--- src/rtl/aes_encrypt_controller.sv ---
// Iterative AES-128 encryption sequencer: one round per clock through an external
// round datapath, on-the-fly key expansion through an external S-box port.
module aes_encrypt_controller #(
  parameter int         NR        = 10,
  parameter logic [7:0] RCON_INIT = 8'h01
) (
  input  logic         clk,
  input  logic         rst,
  input  logic         in_valid,
  output logic         in_ready,
  input  logic [127:0] plaintext,
  input  logic [127:0] key,
  output logic         out_valid,
  input  logic         out_ready,
  output logic [127:0] ciphertext,
  output logic [127:0] rnd_state,
  output logic [127:0] rnd_key,
  output logic         rnd_final,
  input  logic [127:0] rnd_result,
  output logic [31:0]  ks_word,
  input  logic [31:0]  ks_sub,
  output logic [3:0]   round_idx
);

  localparam logic [3:0] LAST_ROUND = 4'(NR);

  function automatic logic [7:0] xtime(input logic [7:0] b);
    return {b[6:0], 1'b0} ^ (b[7] ? 8'h1b : 8'h00);
  endfunction

  typedef enum logic [1:0] {
    IDLE  = 2'b00,
    ROUND = 2'b01,
    DONE  = 2'b10
  } fsm_t;

  fsm_t         fsm_r;
  fsm_t         fsm_s;
  logic [127:0] state_r;
  logic [127:0] key_r;
  logic [7:0]   rcon_r;
  logic [3:0]   round_r;
  logic         in_ready_r;
  logic         out_valid_r;
  logic [31:0]  n0_s;
  logic [31:0]  n1_s;
  logic [31:0]  n2_s;
  logic [31:0]  n3_s;
  logic         last_s;

  assign last_s = (round_r == LAST_ROUND);

  // Next round key from the current one and the substituted, rotated last word
  always_comb begin
    n0_s = key_r[127:96] ^ ks_sub ^ {rcon_r, 24'h000000};
    n1_s = key_r[95:64] ^ n0_s;
    n2_s = key_r[63:32] ^ n1_s;
    n3_s = key_r[31:0] ^ n2_s;
  end

  // FSM state register
  always_ff @(posedge clk or posedge rst) begin
    if (rst) fsm_r <= IDLE;
    else     fsm_r <= fsm_s;
  end

  // FSM next-state logic
  always_comb begin
    fsm_s = fsm_r;
    case (fsm_r)
      IDLE:    if (in_valid)  fsm_s = ROUND; else fsm_s = IDLE;
      ROUND:   if (last_s)    fsm_s = DONE;  else fsm_s = ROUND;
      DONE:    if (out_ready) fsm_s = IDLE;  else fsm_s = DONE;
      default: fsm_s = IDLE;
    endcase
  end

  // Handshake flags registered from the next state so they are glitch-free
  always_ff @(posedge clk or posedge rst) begin
    if (rst) begin
      in_ready_r  <= 1'b1;
      out_valid_r <= 1'b0;
    end else begin
      in_ready_r  <= (fsm_s == IDLE);
      out_valid_r <= (fsm_s == DONE);
    end
  end

  // Cipher state, round key, Rcon and round counter
  always_ff @(posedge clk or posedge rst) begin
    if (rst) begin
      state_r <= 128'h0;
      key_r   <= 128'h0;
      rcon_r  <= RCON_INIT;
      round_r <= 4'd0;
    end else begin
      case (fsm_r)
        IDLE: begin
          if (in_valid) begin
            state_r <= plaintext ^ key;
            key_r   <= key;
            rcon_r  <= RCON_INIT;
            round_r <= 4'd1;
          end
        end
        ROUND: begin
          state_r <= rnd_result;
          key_r   <= {n0_s, n1_s, n2_s, n3_s};
          rcon_r  <= xtime(rcon_r);
          if (!last_s) round_r <= round_r + 4'd1;
        end
        DONE: begin
          if (out_ready) round_r <= 4'd0;
        end
        default: round_r <= 4'd0;
      endcase
    end
  end

  assign in_ready   = in_ready_r;
  assign out_valid  = out_valid_r;
  assign ciphertext = state_r;
  assign rnd_state  = state_r;
  assign rnd_key    = {n0_s, n1_s, n2_s, n3_s};
  assign rnd_final  = (fsm_r == ROUND) && last_s;
  assign ks_word    = {key_r[23:0], key_r[31:24]};
  assign round_idx  = round_r;

endmodule

--- config.mk ---
export PLATFORM = sky130hd
export DESIGN_NAME = aes_encrypt_controller
export DESIGN_NICKNAME = d
export VERILOG_FILES = /design/src/rtl/aes_encrypt_controller.sv
export SDC_FILE = /design/constraint.sdc
export NUM_CORES = 1
export LEC_CHECK = 0
export ABC_AREA = 1
export CAP_MARGIN = 10
export CORE_AREA = 2 2 327 329
export CTS_CLUSTER_DIAMETER = 120
export CTS_CLUSTER_SIZE = 28
export DETAILED_ROUTE_END_ITERATION = 16
export DIE_AREA = 0 0 329 331
export PLACE_DENSITY = 0.48
export SKIP_LAST_GASP = 1
export SYNTH_ARGS = -nofsm -noshare
export SYNTH_HDL_FRONTEND = slang
export SYNTH_SLANG_ARGS = --single-unit
export TNS_END_PERCENT = 100
--- constraint.sdc ---
create_clock -name clk -period 8.9 [get_ports clk]
set_input_delay 1.78 -clock clk [delete_from_list [all_inputs] [get_ports clk]]
set_output_delay 1.78 -clock clk [all_outputs]
set_load 0.02 [all_outputs]
==> results by group <==
STA
  • Final setup viols: 0
  • Least-Margin Pin Slew: 1080 ps
  • Final worst slack: 3350 ps
  • Sum Neg Setup Slack: 0 ps
  • Fin. Hold Viols: 0
  • Max-slew violation count: 0
  • Fin crit share: 62.3%
  • Fin crit period: 5550 ps
  • Clock Skew: 39.1 ps
  • RSZ-0062 raised after global routing: false
  • Fmax: 0.180 GHz
  • Max-Slew Margin vs Limit: 28.3%

Placed design
  • Placer Congestion: 0.829
  • DP Worst Slack: 3300 ps
  • Hpwl dp: 70,700 µm
  • PortBufs: 842
  • DP Cell Count: 4,485
  • Placed inst area: 25,900 µm²

Die
  • Starting Density: 16.5%
  • Io pins: 843
  • Die height: 331 µm
  • Die footprint: 109,000 µm²
  • FP Rows: 119
  • DIE WIDTH: 329 µm
  • Core ar.: 105,000 µm²

Final layout
  • Multi-input logic area: 7700 µm²
  • # fillers: 11,612
  • P&R area growth vs syn: 53.6%
  • Register area: 6810 µm²
  • Nets: 3,536
  • Share of post-route cells with drive strength above 1: 1.82%
  • Finished Layout Cells: 4,525
  • Most frequent cells in the layout: nand2_1 (865), clkdlybuf4s50_1 (842), inv_1 (290)
  • Commonest non-fill, non-tap cell in the layout: nand2_1
  • Post-route cell area: 26,600 µm²

Detailed routing
  • Met3 Wirelength: 5950 µm
  • DRC: 0
  • Final ANT Viol Nets: 0
  • Routed vias: 18,633
  • Wl on met1: 41,000 µm
  • WL met2: 42,700 µm
  • WL final: 91,300 µm
  • Max Used Layer: met5
  • Pre-Repair DR Iteration Count: 5
  • Drt wl/cell: 20.2 µm
  • Routed vias/inst: 4.12
  • Initial DRC Count: 1,030

Outcome
  • Status: completed

Worst setup path
  • Critical path's most frequent cell: nand2_1
  • R2R depth: 7
  • Critical path peak fanout: 3
  • CP Class: in -> out
  • Crit path cell chain: clkdlybuf4s50_1 > nand2_1 > nand2_1 > nand2_1 > nand2_1 > nand2_1 > nand2_1 > nand2_1 > nand2_1 > clkdlybuf4s50_1
  • CP startpoint kind: input pin
  • Crit path DAT: 3770 ps
  • Levels on crit path: 10
  • Data required, critical path: 7120 ps
  • Top delay family on crit path: buffers and inverters
  • Crit path largest cell delay: 690 ps
  • Worst path slowest cell: clkdlybuf4s50_1
  • Worst path bufs/invs: 2
  • Critical Path Sink Type: output port

Power and ir drop
  • P_sw: 5.78 mW
  • Switching portion of total power: 51.9%
  • Pleak: 12.0 nW
  • Design Power: 11.1 mW
  • Seq pwr share: 22.3%
  • Clk pwr share: 9.3%
  • Worst vdd ir: 0.000165 V
  • Cell Int Power: 5.36 mW
  • Logic pwr share: 68.4%
  • Pwr per Cell Area: 419 nW/µm²

Global routing
  • Number of global-route vias before repair: 17,949
  • Initial antenna violation count: 13
  • First-pass GRT wire length: 127,000 µm
  • Grt total ovfl: 0
  • Gr usage total: 15.8%
  • Largest net degree at the start of global routing: 144

Synth
  • Yosys cell types: 27
  • Seq/Total Area, Yosys: 39.3%
  • Syn_area_per_cell: 6.90 µm²
  • Post-Syn Area: 17,300 µm²
  • Synth Register Bits: 272
  • Synthesis warning total: 0
  • Syn_nets: 2,935
  • Cells after Synth: 2,513

Hold path
  • Worst Hold Class: reg -> reg
  • Hold Path Stages: 2

Clock tree
  • Post-CTS Repair Setup Buffers: 0
  • Post-CTS sizing: 0
  • Clk_lat worst skew: 580 ps
  • CTS H-tree lvls: 1
  • CTS Sinks: 272
  • Clock Pin Slew Worst Setup and Hold Paths: 100 ps
  • Total clock buffers created by CTS: 18
  • Clock tree buffer depth: 3
  • Hold_buf cts: 0
  • Clk Tree Root Cell: clkbuf_16
  • CTS tree: done

Flow run
  • Max Cap Viol: 0
[cell type report]
class                   count  share of cell area [%]
multi-input cells        1671                    28.9
well taps                1391                    6.54
clock buffers              20                    1.84
repair buffers            854                    32.2
diodes                      8                  0.0752
clock inverters            12                   0.639
flip-flops and latches    272                    25.6
inverters                 297                    4.25
[power groups by stage]
stage	logic, mW	clock network [mW]	registers, mW
global route	8.29	1.13	2.57
detailed placement	7.70	0	2.51
finish	7.62	1.04	2.49
floorplan	4.11	0	2.68
CTS	7.73	1.09	2.50
global placement	7.70	0	2.52
[worst register-to-register path, delay by kind of cell, from the launching register on]
kind,cells,cell delay (ps)
buf+inv,3,2140
flops,1,640
simple gates,3,810
compound gates,1,200
[sequential cells by signal (all words and copies together) (netlist names)]
register	flops
round_idx	4
in_ready	1
out_valid	1
key_r	128
ciphertext	128
rcon_r	8
fsm_r	2
[metrics by stage]
stage | hold WS, ps | utilization (%)
floorplan | 494 | -
global placement | 491 | 24.7
detailed placement | 487 | 24.7
CTS | 522 | 25.3
global route | 545 | 25.4
finish | 511 | 25.4
[synth_stat cells, drive strengths merged]
master | number | area share (%)
o221ai | 118 | 6.0
a22oi | 1 | 0.072
nand2 | 868 | 19
o22ai | 15 | 0.54
clkbuf | 49 | 1.1
o31ai | 3 | 0.13
a21oi | 122 | 3.5
clkinv | 1 | 0.022
dfrtp | 270 | 39
xor2 | 10 | 0.51
buf | 224 | 9.0
nand3b | 1 | 0.043
inv | 296 | 6.4
o211ai | 2 | 0.087
o21a | 2 | 0.13
o21ai | 245 | 7.1
dfstp | 2 | 0.30
ha | 2 | 0.14
nand3 | 146 | 4.2
nor2 | 136 | 2.9
[logic make-up after synthesis]
family / count (synthesis) / share of synthesized area [%]
flops: 272 / 39.3
compound gates: 508 / 17.5
buf+inv: 570 / 16.5
fa+ha+maj: 2 / 0.144
xor+xnor: 10 / 0.505
simple gates: 1151 / 26.1
[path summary, 6_finish.rpt]
check | slack [ps] | end | from
max | 3350 | rnd_key[2] | ks_sub[2]
min | 510 | ciphertext[100]$_DFFE_PP0P_ | ciphertext[100]$_DFFE_PP0P_
max reg2reg | 4960 | ciphertext[33]$_DFFE_PP0P_ | fsm_r[0]$_DFF_PP0_
min reg2reg | 510 | ciphertext[100]$_DFFE_PP0P_ | ciphertext[100]$_DFFE_PP0P_
max in group asynchronous | 5830 | ciphertext[10]$_DFFE_PP0P_ | rst
min in group asynchronous | 1740 | ciphertext[83]$_DFFE_PP0P_ | rst
[routing by layer]
| metal | vias to the layer above | track usage [%] |
|---|---|---|
| li1 | 9193 | - |
| met1 | 8763 | 21.3 |
| met2 | 596 | 25.9 |
| met3 | 71 | 3.40 |
| met4 | 10 | 3.38 |
| met5 | - | 0 |
Power figures use the tool's default switching activity.
